### src/rtl/nibble_serial_addsub_ctrl.sv
`default_nettype none
// ============================================================================
// Module      : nibble_serial_addsub_ctrl
// Description : Nibble-serial adder/subtractor reusing one 4-bit CLA slice.
// Revision    : 1.0 - initial release
// ============================================================================

module nibble_serial_addsub_ctrl_cla4 (
  input  logic [3:0] i_a,
  input  logic [3:0] i_b,
  input  logic       i_cin,
  output logic [3:0] o_sum,
  output logic       o_cout
);

  logic [3:0] w_g;
  logic [3:0] w_p;
  logic [4:0] w_c;

  assign w_g = i_a & i_b;
  assign w_p = i_a ^ i_b;

  assign w_c[0] = i_cin;
  assign w_c[1] = w_g[0] | (w_p[0] & i_cin);
  assign w_c[2] = w_g[1] | (w_p[1] & w_g[0]) | (w_p[1] & w_p[0] & i_cin);
  assign w_c[3] = w_g[2] | (w_p[2] & w_g[1]) | (w_p[2] & w_p[1] & w_g[0])
                | (w_p[2] & w_p[1] & w_p[0] & i_cin);
  assign w_c[4] = w_g[3] | (w_p[3] & w_g[2]) | (w_p[3] & w_p[2] & w_g[1])
                | (w_p[3] & w_p[2] & w_p[1] & w_g[0])
                | (w_p[3] & w_p[2] & w_p[1] & w_p[0] & i_cin);

  assign o_sum  = w_p ^ w_c[3:0];
  assign o_cout = w_c[4];

endmodule

// ============================================================================
// Module      : nibble_serial_addsub_ctrl
// Description : IDLE/RUN/DONE controller sequencing the slice over NIB nibbles.
// Revision    : 1.0 - initial release
// ============================================================================
module nibble_serial_addsub_ctrl #(
  parameter int WIDTH = 32
) (
  input  logic             clk,
  input  logic             clr,
  input  logic             start,
  input  logic             op_sub,
  input  logic [WIDTH-1:0] A,
  input  logic [WIDTH-1:0] B,
  output logic             busy,
  output logic             done,
  output logic [WIDTH-1:0] result,
  output logic             c_out,
  output logic             overflow,
  output logic             zero
);

  localparam int NIB   = WIDTH / 4;
  localparam int CNT_W = (NIB > 1) ? $clog2(NIB) : 1;
  localparam logic [CNT_W-1:0] c_cnt_last = CNT_W'(NIB - 1);

  typedef enum logic [1:0] {
    S_IDLE = 2'd0,
    S_RUN  = 2'd1,
    S_DONE = 2'd2
  } state_t;

  state_t           r_state;
  state_t           w_next_state;
  logic [CNT_W-1:0] r_cnt;
  logic             r_carry;
  logic [WIDTH-1:0] r_a;
  logic [WIDTH-1:0] r_b;
  logic [WIDTH-1:0] r_result;
  logic             r_busy;
  logic             r_done;
  logic             r_c_out;
  logic             r_overflow;
  logic             r_zero;

  logic             w_accept;
  logic [3:0]       w_a_nib;
  logic [3:0]       w_b_nib;
  logic [3:0]       w_sum;
  logic             w_cout;

  // The done cycle is spent in IDLE, so acceptance also waits for it to pass.
  assign w_accept = (r_state == S_IDLE) && start && !r_done;

  always_comb begin
    w_a_nib = 4'd0;
    w_b_nib = 4'd0;
    for (int i = 0; i < NIB; i++) begin
      if (r_cnt == CNT_W'(i)) begin
        w_a_nib = r_a[i*4 +: 4];
        w_b_nib = r_b[i*4 +: 4];
      end
    end
  end

  nibble_serial_addsub_ctrl_cla4 u_cla4 (
    .i_a    (w_a_nib),
    .i_b    (w_b_nib),
    .i_cin  (r_carry),
    .o_sum  (w_sum),
    .o_cout (w_cout)
  );

  always_comb begin
    w_next_state = r_state;
    case (r_state)
      S_IDLE:  if (w_accept) w_next_state = S_RUN;
      S_RUN:   if (r_cnt == c_cnt_last) w_next_state = S_DONE;
      S_DONE:  w_next_state = S_IDLE;
      default: w_next_state = S_IDLE;
    endcase
  end

  always_ff @(posedge clk or posedge clr) begin
    if (clr) begin
      r_state    <= S_IDLE;
      r_cnt      <= '0;
      r_carry    <= 1'b0;
      r_a        <= '0;
      r_b        <= '0;
      r_result   <= '0;
      r_busy     <= 1'b0;
      r_done     <= 1'b0;
      r_c_out    <= 1'b0;
      r_overflow <= 1'b0;
      r_zero     <= 1'b1;
    end else begin
      r_state <= w_next_state;
      r_busy  <= (w_next_state != S_IDLE);
      r_done  <= 1'b0;
      case (r_state)
        S_IDLE: begin
          if (w_accept) begin
            r_a     <= A;
            r_b     <= op_sub ? ~B : B;
            r_carry <= op_sub;
            r_cnt   <= '0;
          end
        end
        S_RUN: begin
          for (int i = 0; i < NIB; i++) begin
            if (r_cnt == CNT_W'(i)) r_result[i*4 +: 4] <= w_sum;
          end
          r_carry <= w_cout;
          r_cnt   <= (r_cnt == c_cnt_last) ? '0 : r_cnt + 1'b1;
        end
        S_DONE: begin
          r_done     <= 1'b1;
          r_c_out    <= r_carry;
          r_overflow <= (r_a[WIDTH-1] == r_b[WIDTH-1]) &&
                        (r_result[WIDTH-1] != r_a[WIDTH-1]);
          r_zero     <= (r_result == '0);
        end
        default: ;
      endcase
    end
  end

  assign busy     = r_busy;
  assign done     = r_done;
  assign result   = r_result;
  assign c_out    = r_c_out;
  assign overflow = r_overflow;
  assign zero     = r_zero;

endmodule
`default_nettype wire

### config.mk
export PLATFORM = sky130hd
export DESIGN_NAME = nibble_serial_addsub_ctrl
export DESIGN_NICKNAME = d
export VERILOG_FILES = /design/src/rtl/nibble_serial_addsub_ctrl.sv
export SDC_FILE = /design/constraint.sdc
export NUM_CORES = 1
export LEC_CHECK = 0
export ABC_CLOCK_PERIOD_IN_PS = 9200
export CAP_MARGIN = 20
export CELL_PAD_IN_SITES_DETAIL_PLACEMENT = 1
export CELL_PAD_IN_SITES_GLOBAL_PLACEMENT = 2
export CORE_MARGIN = 3
export CORE_UTILIZATION = 34
export CTS_BUF_LIST = sky130_fd_sc_hd__clkbuf_4 sky130_fd_sc_hd__clkbuf_8 sky130_fd_sc_hd__clkbuf_16
export DETAILED_ROUTE_END_ITERATION = 8
export PLACE_DENSITY_LB_ADDON = 0.1
export SLEW_MARGIN = 20
export SYNTH_ARGS = -nofsm -noshare
export SYNTH_HDL_FRONTEND = slang
export SYNTH_SLANG_ARGS = --single-unit
### constraint.sdc
create_clock -name clk -period 9.2 [get_ports clk]
set_input_delay 1.84 -clock clk [delete_from_list [all_inputs] [get_ports clk]]
set_output_delay 1.84 -clock clk [all_outputs]
set_load 0.01 [all_outputs]
==> results.txt, run 1 <==
----------------------------------------------------
[Power]
  Overall power ... 2.50 mW
  Seq pwr share ... 34.4%
  Worst ir drop on vdd ... 195 uV
  Fraction of power spent switching nets ... 44.4%
  Proportion of power drawn by combinational gates ... 50.7%
  Cell internal pwr ... 1.39 mW
  Switching power of the nets ... 1.11 mW
  Leakage component of the power ... 2.92 nW
  Power share of the clock group ... 14.9%
  Cell Pwr Density ... 374 mW/mm2

[Global route]
  Pin count of the biggest net entering global routing ... 78
  Total track usage ... 18.5%
  Antenna violations before repair ... 0
  Total congestion overflow after global routing ... 0
  First-pass GRT wire length ... 24400 um
  Vias in the first global route ... 4561

[STA]
  Portion of the clock cycle consumed by the worst path in the final layout ... 42.6%
  Achievable frequency ... 0.255 GHz
  Clock period minus worst slack ... 3920 ps
  Final setup fails ... 0
  Worst clock skew on the final layout ... 12.4 ps
  Pins over their slew limit ... 0
  Worst-case setup margin in the final layout ... 5280 ps
  Headroom to the max-slew limit ... 39.0%
  Worst hold-check slack ... 484 ps
  Slew of the pin with the lowest slew margin ... 915 ps
  Unrepaired setup endpoints after global routing ... false
  Setup total negative slack ... 0 ps
  Total count of hold-check failures in the final report ... 0

[Synthesis]
  Top cells by area, synth ... sky130_fd_sc_hd__dfrtp_1 (51%), sky130_fd_sc_hd__nand2_1 (11%), sky130_fd_sc_hd__o21ai_0 (6.3%)
  Post-synthesis cell area ... 0.00524 mm2
  Ys flop type ... sky130_fd_sc_hd__dfrtp_1
  XOR/XNOR Fraction of Synth Area ... 5.85%
  Post-Synthesis Cells ... 569
  Simple-gate share of the synthesized area ... 17.6%
  Number of synthesized flops with an enable pin ... 0
  Cell taking the most area after synthesis ... sky130_fd_sc_hd__dfrtp_1
  Synthesized flop and latch total ... 107
  Number of different library cells in the post-synthesis netlist ... 44
  Post-Synth Adder-Cell Area ... 2.77%
  Compound-cell area share of the yosys netlist ... 15.7%
  Avg Cell Area, Syn ... 9.20 um2
  Most instantiated library cell after synthesis ... sky130_fd_sc_hd__nand2_1
  Multiplexer area fraction after synthesis ... 1.94%
  Nets in the synthesized netlist ... 648
  Share of flip-flops with an asynchronous set or reset after synthesis ... 100%
  Combinational family with the most area after synthesis ... simple AND/OR/NAND/NOR gates
  YS warnings ... 0
  Seq/Total Area, Yosys ... 51.1%
  Cell types with the highest counts after synthesis ... sky130_fd_sc_hd__nand2_1 (156), sky130_fd_sc_hd__dfrtp_1 (106), sky130_fd_sc_hd__o21ai_0 (66)
  Top-area cell type share of the netlist area ... 50.6%

[Status]
  Outcome ... finished, final reports clean

[Placed design]
  I/O Buffers ... 104
  Post-placement worst setup slack ... 5300 ps
  Post-DP HPWL ... 11000 um
  GPL Wtd Cong ... 0.824

[Die]
  Die outline area ... 0.0169 mm2
  Initial standard-cell utilization of the core ... 35.4%
  Top Ports ... 105
  Num rows ... 44
  Area of the placeable core ... 0.0148 mm2
  Die width ... 130 um
  Die Span Y ... 130 um

[Clock network]
  Count of buffers added by post-CTS timing repair for setup ... 0
  Quantity of gates resized following cts ... 0
  Post-CTS Hold Fix Bufs ... 0
  Buffer depth of the longest clock path ... 2
  CTS Root Cell ... sky130_fd_sc_hd__clkbuf_16
  H-tree depth ... 3
  TritonCTS Buffers ... 9
  CTS Sinks ... 107
  Clock transition time at the flip-flop clock pins of the worst setup and hold paths ... 80 ps
  Skew-Pair Late Insertion Delay ... 360 ps
  CTS tree ... built

[Setup path]
  Register-to-register setup slack ... 5280 ps
  Setup crit end kind ... flop
  Cell Chain, Critical Path ... inv_1 > ha_1 > nor2b_1 > a22oi_1 > o21a_1 > a21oi_1 > ha_1 > a211oi_1 > o21bai_1 > xnor2_1 > o21ai_0
  Required time reported for the critical path endpoint ... 9410 ps
  Endpoint arrival time on the critical path ... 4120 ps
  Worst path most repeated cell ... sky130_fd_sc_hd__ha_1
  Delay of the slowest cell on the worst path ... 560 ps
  Highest-delay cell along the critical path ... sky130_fd_sc_hd__nor2b_1
  Max Fanout on Critical Path ... 16
  Type of the worst setup path ... flop to flop
  Crit Reg-Reg Endpoint ... result[11]
  R2R cell count ... 11
  Kind of launch point of the worst setup path ... flop
  Reg2Reg Launch Point ... r_cnt[0]

[Routing]
  Number of optimization iterations in the first detailed-route pass ... 4
  DRC viols ... 0
  Number of antenna-violating nets in the routed design ... 0
  Total via count in the routed design ... 4308
  Routed via count divided by cell count ... 5.09
  Count of routing violations after the opening detailed-route iteration ... 189
  Total wire length after detailed routing ... 15100 um
  Average routed wire per standard cell ... 17.8 um

[Finish]
  Share of cells above drive strength 1 ... 5.89%
  Final Util ... 45.1%
  Total number of nets in the final design ... 736
  Area growth, synth to finish ... 27.5%
  ANT cells ... 0
  Area of the multi-input gates ... 0.00231 mm2
  Fill cells ... 1662
  Sequential standard cell area ... 0.00268 mm2

[Hold path]
  Hold path start ... zero
  Worst hold endpoint ... zero
  Hold path cells ... 2
  Worst min path class ... flop to flop

[Run]
  Count of maximum capacitance violations ... 0

----------------------------------------------------
[cell families after synthesis]
family / Yosys count
buffers and inverters: 56
adder cells (fa/ha/maj): 11
AO/OA/AOI/OAI: 140
AND/OR/NAND/NOR: 211
multiplexers: 9
flip-flops: 107
XOR/XNOR: 35
[layout by cell type (no fill, tap or decap), types with 5 or more instances in the layout]
cell type / n
sky130_fd_sc_hd__dfrtp_1: 106
sky130_fd_sc_hd__a31oi_1: 8
sky130_fd_sc_hd__clkbuf_16: 9
sky130_fd_sc_hd__nand2_1: 156
sky130_fd_sc_hd__clkdlybuf4s50_1: 103
sky130_fd_sc_hd__nor3b_1: 8
sky130_fd_sc_hd__a221o_1: 6
sky130_fd_sc_hd__mux2_2: 9
sky130_fd_sc_hd__nor2b_1: 9
sky130_fd_sc_hd__xor2_1: 9
sky130_fd_sc_hd__ha_1: 10
sky130_fd_sc_hd__o21ai_0: 66
sky130_fd_sc_hd__a221oi_1: 5
sky130_fd_sc_hd__buf_4: 8
sky130_fd_sc_hd__xnor2_1: 26
sky130_fd_sc_hd__a21oi_1: 27
sky130_fd_sc_hd__o221ai_1: 5
sky130_fd_sc_hd__nor2_1: 11
sky130_fd_sc_hd__inv_1: 20
sky130_fd_sc_hd__nor4_1: 8
[critical path: cells and delay by family (launching register included)]
kind,cells,cell delay [ps]
fa+ha+maj,2,850
simple gates,1,560
buf+inv,1,110
compound gates,6,1300
xor+xnor,1,510
flops,1,430
[final cells by class]
type,count,area share [%]
clock buffers,10,3.49
flip-flops and latches,107,40.1
repair buffers,112,16.4
clock inverters,6,0.768
well taps,184,3.45
multi-input cells,406,34.6
inverters,21,1.22
[metal layers]
| metal | part of all wire (%) | global-route usage (%) | vias up |
|---|---|---|---|
| li1 | - | - | 2105 |
| met1 | 45 | 24.3 | 2100 |
| met2 | 50 | 31.8 | 90 |
| met3 | 3.8 | 3.03 | 13 |
| met4 | 1.1 | 4.71 | 0 |
| met5 | 0 | 0 | - |
[power groups by stage]
stage               registers, mW  logic, mW  clock network (mW)
floorplan                   0.838      0.778                   0
global placement            0.861       1.24                   0
detailed placement          0.870       1.28                   0
CTS                         0.862       1.29               0.385
global route                0.885       1.43               0.405
finish                      0.860       1.27               0.373
[flip-flops by register name (all words and copies together) (netlist names)]
name / cells
r_a: 32
r_b: 32
result: 32
r_cnt: 3
r_state: 2
busy: 1
c_out: 1
done: 1
overflow: 1
r_carry: 1
zero: 1
[how the worst max path moves through the flow]
stage,startpoint,end,slack [ps]
after floorplan,clr,busy,4540
after global placement,start,r_cnt[0],5460
after detailed placement,r_cnt[0],result[26],5300
after CTS,r_cnt[0],result[2],5270
after global routing,r_cnt[0],result[11],4890
final,r_cnt[0],result[11],5280
[stage by stage]
step / area (um2) / cells
6_report: 6680 / 846
3_3_place_gp: 6390 / 830
3_5_place_dp: 6390 / 830
2_1_floorplan: 5240 / 569
4_1_cts: 6680 / 846
5_1_grt: 6680 / 846
Note: power is estimated with default switching activity, not from simulation.
==> inputs of run 2 (changes only) <==
--- a/config.mk
+++ b/config.mk
@@ -5,12 +5,12 @@
 export SDC_FILE = /design/constraint.sdc
 export NUM_CORES = 1
 export LEC_CHECK = 0
-export ABC_CLOCK_PERIOD_IN_PS = 9200
+export ABC_CLOCK_PERIOD_IN_PS = 3600
 export CAP_MARGIN = 20
 export CELL_PAD_IN_SITES_DETAIL_PLACEMENT = 1
 export CELL_PAD_IN_SITES_GLOBAL_PLACEMENT = 2
 export CORE_MARGIN = 3
-export CORE_UTILIZATION = 34
+export CORE_UTILIZATION = 28
 export CTS_BUF_LIST = sky130_fd_sc_hd__clkbuf_4 sky130_fd_sc_hd__clkbuf_8 sky130_fd_sc_hd__clkbuf_16
 export DETAILED_ROUTE_END_ITERATION = 8
 export PLACE_DENSITY_LB_ADDON = 0.1
==> constraint.sdc (replaced) <==
create_clock -name clk -period 3.6 [get_ports clk]
set_input_delay 0.72 -clock clk [delete_from_list [all_inputs] [get_ports clk]]
set_output_delay 0.72 -clock clk [all_outputs]
set_load 0.01 [all_outputs]
==> results.txt, run 2 (same netlist as run 1, synthesis figures left out) <==
----------------------------------------------------
[Clock network]
  Skew-Pair Late Insertion Delay ... 350 ps (about the same)
  CTS Sinks ... 107 (unchanged)
  Clock transition time at the flip-flop clock pins of the worst setup and hold paths ... 70 ps (about the same)
  Post-CTS Hold Fix Bufs ... 0 (unchanged)
  Buffer depth of the longest clock path ... 2 (unchanged)
  H-tree depth ... 3 (unchanged)
  CTS tree ... built
  TritonCTS Buffers ... 9 (unchanged)
  CTS Root Cell ... sky130_fd_sc_hd__clkbuf_16

[Finish]
  ANT cells ... 0 (unchanged)
  Area growth, synth to finish ... 30.5%
  Final Util ... 37.7% (-7.4 points)
  Total number of nets in the final design ... 746 (+1.4%)
  Share of cells above drive strength 1 ... 7.74% (+1.8 points)
  Most frequent standard cell in the layout excluding fill and tap cells ... sky130_fd_sc_hd__nand2_1
  Commonest cells after routing, fill and taps aside ... sky130_fd_sc_hd__nand2_1 (156), sky130_fd_sc_hd__dfrtp_1 (106), sky130_fd_sc_hd__clkdlybuf4s50_1 (103)

[STA]
  Slew of the pin with the lowest slew margin ... 902 ps (-12.8 ps)
  Worst hold-check slack ... 489 ps (+5.06 ps)
  Clock period minus worst slack ... 3240 ps (-677 ps)
  Portion of the clock cycle consumed by the worst path in the final layout ... 90.0% (+47 points)
  Headroom to the max-slew limit ... 39.8% (+0.85 points)
  Pins over their slew limit ... 0 (unchanged)
  Final setup fails ... 0 (unchanged)
  Worst clock skew on the final layout ... 5.91 ps (-6.49 ps)
  Worst-case setup margin in the final layout ... 360 ps (-4920 ps)
  Total count of hold-check failures in the final report ... 0 (unchanged)
  Achievable frequency ... 0.309 GHz (+21%)

[Hold path]
  Hold path start ... zero
  Worst hold endpoint ... zero
  Hold path cells ... 2 (unchanged)
  Worst min path class ... flop to flop

[Global route]
  Met3 GRT Util ... 2.58% (-0.45 points)
  Global routing's busiest layer ... met2
  Total congestion overflow after global routing ... 0 (unchanged)
  Antenna violations before repair ... 0 (unchanged)
  Vias in the first global route ... 4736 (+3.8%)
  Met2 demand-to-capacity share in global routing ... 28.2% (-3.6 points)
  Total track usage ... 16.4% (-2.1 points)
  Pin count of the biggest net entering global routing ... 59 (-24%)
  First-pass GRT wire length ... 26200 um (+7.3%)
  Global routing usage on met1 ... 21.3% (-3.0 points)

[Run]
  Count of maximum capacitance violations ... 0 (unchanged)

[Setup path]
  Type of the worst setup path ... flop to flop
  Critical Path Stages ... 13 (+2)
  Cell Chain, Critical Path ... ha_1 > ha_2 > buf_4 > nor2_1 > a221oi_1 > o221ai_1 > a21oi_1 > ha_1 > a211oi_1 > o21bai_1 > xnor2_2 > buf_4 > o21ai_0
  Reg2Reg Launch Point ... r_cnt[0]
  Crit Reg-Reg Endpoint ... result[3]
  Delay of the slowest cell on the worst path ... 390 ps (-170 ps)
  Required time reported for the critical path endpoint ... 3860 ps (-5550 ps)
  Endpoint arrival time on the critical path ... 3500 ps (-620 ps)
  Category of cells accounting for the largest share of critical-path delay ... compound AO/OA/AOI/OAI gates
  Highest-delay cell along the critical path ... sky130_fd_sc_hd__dfrtp_1
  Setup crit end kind ... flop
  Register-to-register setup slack ... 360 ps (-4920 ps)
  WP buf/inv ... 2 (+1)
  Kind of launch point of the worst setup path ... flop
  R2R cell count ... 13 (+2)
  Max Fanout on Critical Path ... 15 (-1)

[Placed design]
  I/O Buffers ... 104 (unchanged)
  Post-placement worst setup slack ... 47.2 ps (-5250 ps)
  GPL Wtd Cong ... 0.785 (-4.8%)
  Post-DP HPWL ... 12200 um (+11%)

[Die]
  Die width ... 143 um (+9.7%)
  Initial standard-cell utilization of the core ... 28.9% (-6.5 points)
  Top Ports ... 105 (unchanged)
  Die outline area ... 0.0204 mm2 (+20%)
  Die Span Y ... 143 um (+9.7%)
  Area of the placeable core ... 0.0181 mm2 (+23%)
  Num rows ... 49 (+11%)

[Routing]
  Number of antenna-violating nets in the routed design ... 0 (unchanged)
  Count of routing violations after the opening detailed-route iteration ... 246 (+30%)
  Total via count in the routed design ... 4389 (+1.9%)
  Average routed wire per standard cell ... 17.9 um (+0.53%)
  Number of optimization iterations in the first detailed-route pass ... 4 (unchanged)
  DRC viols ... 0 (unchanged)
  Routed via count divided by cell count ... 4.87 (-4.3%)
  Total wire length after detailed routing ... 16100 um (+7.1%)

[Power]
  Leakage component of the power ... 2.97 nW (+1.9%)
  Worst ir drop on vdd ... 458 uV (+130%)
  Overall power ... 6.79 mW (+170%)
  Cell Pwr Density ... 993 mW/mm2 (+170%)

[Status]
  Outcome ... finished, final reports clean

----------------------------------------------------
## run 2: cell count changes in the layout (fill, tap and decap cells not counted), sizes merged
cell      change
clkbuf        +2
buf          +10
inv           -1
clkinvlp      +1
clkinv        -2
## run 2: stage by stage
stage	setup TNS (ps)	area (um2)	std cells
2_1_floorplan	0	5240	569
6_report	0	6840	901
5_1_grt	-2.86	6840	901
4_1_cts	0	6800	898
3_3_place_gp	0	6520	882
3_5_place_dp	0	6520	882
## run 2: cell type report
type                            count  area (um2)
Fill cell                        2091       11300
Sequential cell                   107        2680
Multi-Input combinational cell    406        2320
Timing Repair Buffer              122        1180
Tap cell                          229         287
Clock buffer                       12         254
Inverter                           21        81.3
Clock inverter                      4        26.3
## run 2: report_power, final
group | internal [mW] | switching, mW | total, mW
combinational | 1.60 | 2.04 | 3.64
sequential | 1.77 | 0.423 | 2.19
clock | 0.503 | 0.450 | 0.954
## run 2: metal layers
metal,wire (um),share of wire [%]
met2,7980,50
met5,0,0
met1,7390,46
met3,503,3.1
met4,243,1.5
## run 2: worst reg2reg max path, stage by stage (launching register included)
cell and delay, ps:
sky130_fd_sc_hd__dfrtp_1 390, sky130_fd_sc_hd__ha_1 190, sky130_fd_sc_hd__ha_2 290, sky130_fd_sc_hd__buf_4 230, sky130_fd_sc_hd__nor2_1 70, sky130_fd_sc_hd__a221oi_1 260
sky130_fd_sc_hd__o221ai_1 160, sky130_fd_sc_hd__a21oi_1 320, sky130_fd_sc_hd__ha_1 310, sky130_fd_sc_hd__a211oi_1 260, sky130_fd_sc_hd__o21bai_1 170, sky130_fd_sc_hd__xnor2_2 160
sky130_fd_sc_hd__buf_4 170, sky130_fd_sc_hd__o21ai_0 180
## run 2: worst max path at each step
stage                     slack (ps)  startpoint          to
final                            360    r_cnt[0]   result[3]
after global routing              -3    r_cnt[0]   result[3]
after CTS                          4    r_cnt[0]   result[3]
after detailed placement          50    r_cnt[0]   result[3]
after global placement           240    r_cnt[0]  result[27]
after floorplan                   60         clr        busy
## run 2: repair_timing
item,4_1_cts,5_1_grt
setup buffers,0,3
gates resized for setup,0,3
endpoints found under the setup margin,0,16
==> inputs of run 3 (changes only) <==
--- a/config.mk
+++ b/config.mk
@@ -9,6 +9,7 @@
 export CAP_MARGIN = 20
 export CELL_PAD_IN_SITES_DETAIL_PLACEMENT = 1
 export CELL_PAD_IN_SITES_GLOBAL_PLACEMENT = 2
+export CORE_ASPECT_RATIO = 1.4
 export CORE_MARGIN = 3
 export CORE_UTILIZATION = 28
 export CTS_BUF_LIST = sky130_fd_sc_hd__clkbuf_4 sky130_fd_sc_hd__clkbuf_8 sky130_fd_sc_hd__clkbuf_16
==> results.txt, run 3 (same netlist as run 1, synthesis figures left out) <==
----------------------------------------------------
[Setup path]
  Register-to-register setup slack ... 350 ps (about the same)
  Endpoint arrival time on the critical path ... 3470 ps (-30 ps)
  Type of the worst setup path ... flop to flop
  Worst path most repeated cell ... sky130_fd_sc_hd__ha_1
  Delay of the slowest cell on the worst path ... 420 ps (+30 ps)
  Cell Chain, Critical Path ... ha_1 > ha_1 > buf_4 > nor3b_1 > a221o_1 > o22ai_1 > a21oi_1 > ha_1 > a211oi_1 > o21bai_1 > xnor2_2 > o21ai_0
  R2R cell count ... 12 (-1)
  Required time reported for the critical path endpoint ... 3820 ps (-40 ps)
  Reg2Reg Launch Point ... r_cnt[0]
  Setup crit end kind ... flop
  Max Fanout on Critical Path ... 8 (-7)
  Crit Reg-Reg Endpoint ... result[31]
  Highest-delay cell along the critical path ... sky130_fd_sc_hd__dfrtp_1
  Kind of launch point of the worst setup path ... flop

[Clock network]
  CTS Root Cell ... sky130_fd_sc_hd__clkbuf_16
  TritonCTS Buffers ... 9 (unchanged)
  H-tree depth ... 3 (unchanged)
  CTS tree ... built
  CTS Sinks ... 107 (unchanged)
  Skew-Pair Late Insertion Delay ... 360 ps (about the same)
  Post-CTS Hold Fix Bufs ... 0 (unchanged)
  Buffer depth of the longest clock path ... 2 (unchanged)
  Clock transition time at the flip-flop clock pins of the worst setup and hold paths ... 80 ps (about the same)

[Power]
  Leakage component of the power ... 2.98 nW (about the same)
  Cell Pwr Density ... 960 mW/mm2 (-3.3%)
  Worst ir drop on vdd ... 415 uV (-9.3%)

[Routing]
  Routed via count divided by cell count ... 4.77 (-2.0%)
  Total wire length after detailed routing ... 15900 um (-1.6%)
  DRC viols ... 0 (unchanged)
  Average routed wire per standard cell ... 17.4 um (-2.6%)
  Count of routing violations after the opening detailed-route iteration ... 177 (-28%)
  Number of optimization iterations in the first detailed-route pass ... 4 (unchanged)
  Total via count in the routed design ... 4350 (-0.89%)
  Number of antenna-violating nets in the routed design ... 0 (unchanged)

[Hold path]
  Hold path start ... zero
  Worst hold endpoint ... zero
  Worst min path class ... flop to flop
  Hold path cells ... 2 (unchanged)

[Finish]
  Area of the multi-input gates ... 0.00232 mm2 (-0.11%)
  Fill cells ... 2083 (-0.38%)
  Final Cell Area ... 0.00685 mm2 (+0.26%)
  Share of cells above drive strength 1 ... 7.45% (-0.29 points)
  Most frequent standard cell in the layout excluding fill and tap cells ... sky130_fd_sc_hd__nand2_1
  Sequential standard cell area ... 0.00268 mm2 (unchanged)
  Total number of nets in the final design ... 745 (-0.13%)
  Final Util ... 37.8% (+0.11 points)
  Area growth, synth to finish ... 30.8%
  Commonest cells after routing, fill and taps aside ... sky130_fd_sc_hd__nand2_1 (156), sky130_fd_sc_hd__dfrtp_1 (106), sky130_fd_sc_hd__clkdlybuf4s50_1 (103)
  ANT cells ... 0 (unchanged)

[Die]
  Num rows ... 58 (+18%)
  Die width ... 122 um (-15%)
  Die Span Y ... 168 um (+18%)
  Initial standard-cell utilization of the core ... 28.9% (about the same)
  Die outline area ... 0.0204 mm2 (+0.12%)
  Top Ports ... 105 (unchanged)
  Area of the placeable core ... 0.0181 mm2 (about the same)

[Placed design]
  I/O Buffers ... 104 (unchanged)
  GPL Wtd Cong ... 0.849 (+8.2%)
  Standard cell area after detailed placement ... 0.00654 mm2 (+0.44%)
  Post-DP HPWL ... 12400 um (+1.9%)

[STA]
  Total count of hold-check failures in the final report ... 0 (unchanged)
  Pins over their slew limit ... 0 (unchanged)
  Worst clock skew on the final layout ... 12.2 ps (+6.33 ps)
  Headroom to the max-slew limit ... 39.5% (-0.37 points)
  Slew of the pin with the lowest slew margin ... 908 ps (+5.55 ps)
  Clock period minus worst slack ... 3250 ps (+8.61 ps)
  Final setup fails ... 0 (unchanged)
  Achievable frequency ... 0.308 GHz (-0.26%)
  Portion of the clock cycle consumed by the worst path in the final layout ... 90.2% (+0.24 points)
  Setup total negative slack ... 0 ps (unchanged)
  Unrepaired setup endpoints after global routing ... false

[Status]
  Outcome ... finished, final reports clean

[Global route]
  Antenna violations before repair ... 0 (unchanged)
  Total track usage ... 16.3% (-0.088 points)
  Vias in the first global route ... 4681 (-1.2%)
  First-pass GRT wire length ... 25800 um (-1.6%)
  Pin count of the biggest net entering global routing ... 62 (+5.1%)
  Total congestion overflow after global routing ... 0 (unchanged)

[Run]
  Count of maximum capacitance violations ... 0 (unchanged)

----------------------------------------------------
==> run 3: worst max-delay path: cells and delay by family, from the launching register on <==
family / cells / cell delay, ps
AOI/OAI and AO/OA: 6 / 1120
adders and majority gates: 3 / 820
DFF: 1 / 420
xor gates and xnor gates: 1 / 300
and+or+nand+nor: 1 / 250
buffers and inverters: 1 / 190
==> run 3: routing by layer <==
metal	up-vias	GRT usage (%)	wire, um
met1	2135	18.8	6400
li1	2116	-	-
met3	17	2.69	488
met5	-	0	0
met4	0	5.75	369
met2	82	30.1	8610
==> run 3: worst max-delay path by stage <==
stage	to	slack [ps]	start	cells past startpoint
finish	result[31]	350	r_cnt[0]	12
global route	result[31]	30	r_cnt[0]	12
CTS	result[31]	140	r_cnt[0]	12
detailed placement	result[27]	180	r_cnt[0]	12
global placement	result[19]	310	r_cnt[0]	12
floorplan	busy	60	clr	1
==> run 3: layout make-up <==
class	count	share of cell area, %
multi-input combinational	406	33.9
inverter	21	1.19
clock buffer	11	3.69
timing repair buffer	121	17.2
clock inverter	5	0.603
tap	240	4.38
sequential	107	39.1
==> run 3: what timing repair did <==
item | in CTS | in global routing
buffers inserted | 0 | 0
endpoints found under the setup margin | 0 | 13
gates resized for setup | 0 | 2
==> run 3: report_power, final <==
part	internal (mW)	total, mW	switching, mW	leakage, nW
sequential	1.77	2.19	0.423	1.33
clock	0.516	0.987	0.470	0.144
combinational	1.45	3.40	1.95	1.50
total	3.73	6.58	2.85	2.98
==> run 3: metrics by stage <==
stage / cells / power (mW) / hold slack [ps] / setup WS, ps
final: 911 / 6.58 / 483 / 351
after global routing: 911 / 7.19 / 497 / 30.3
after CTS: 911 / 6.64 / 491 / 140
after detailed placement: 895 / 5.64 / 472 / 178
after global placement: 895 / 5.53 / 457 / 305
after floorplan: 569 / 4.13 / 436 / 64.4
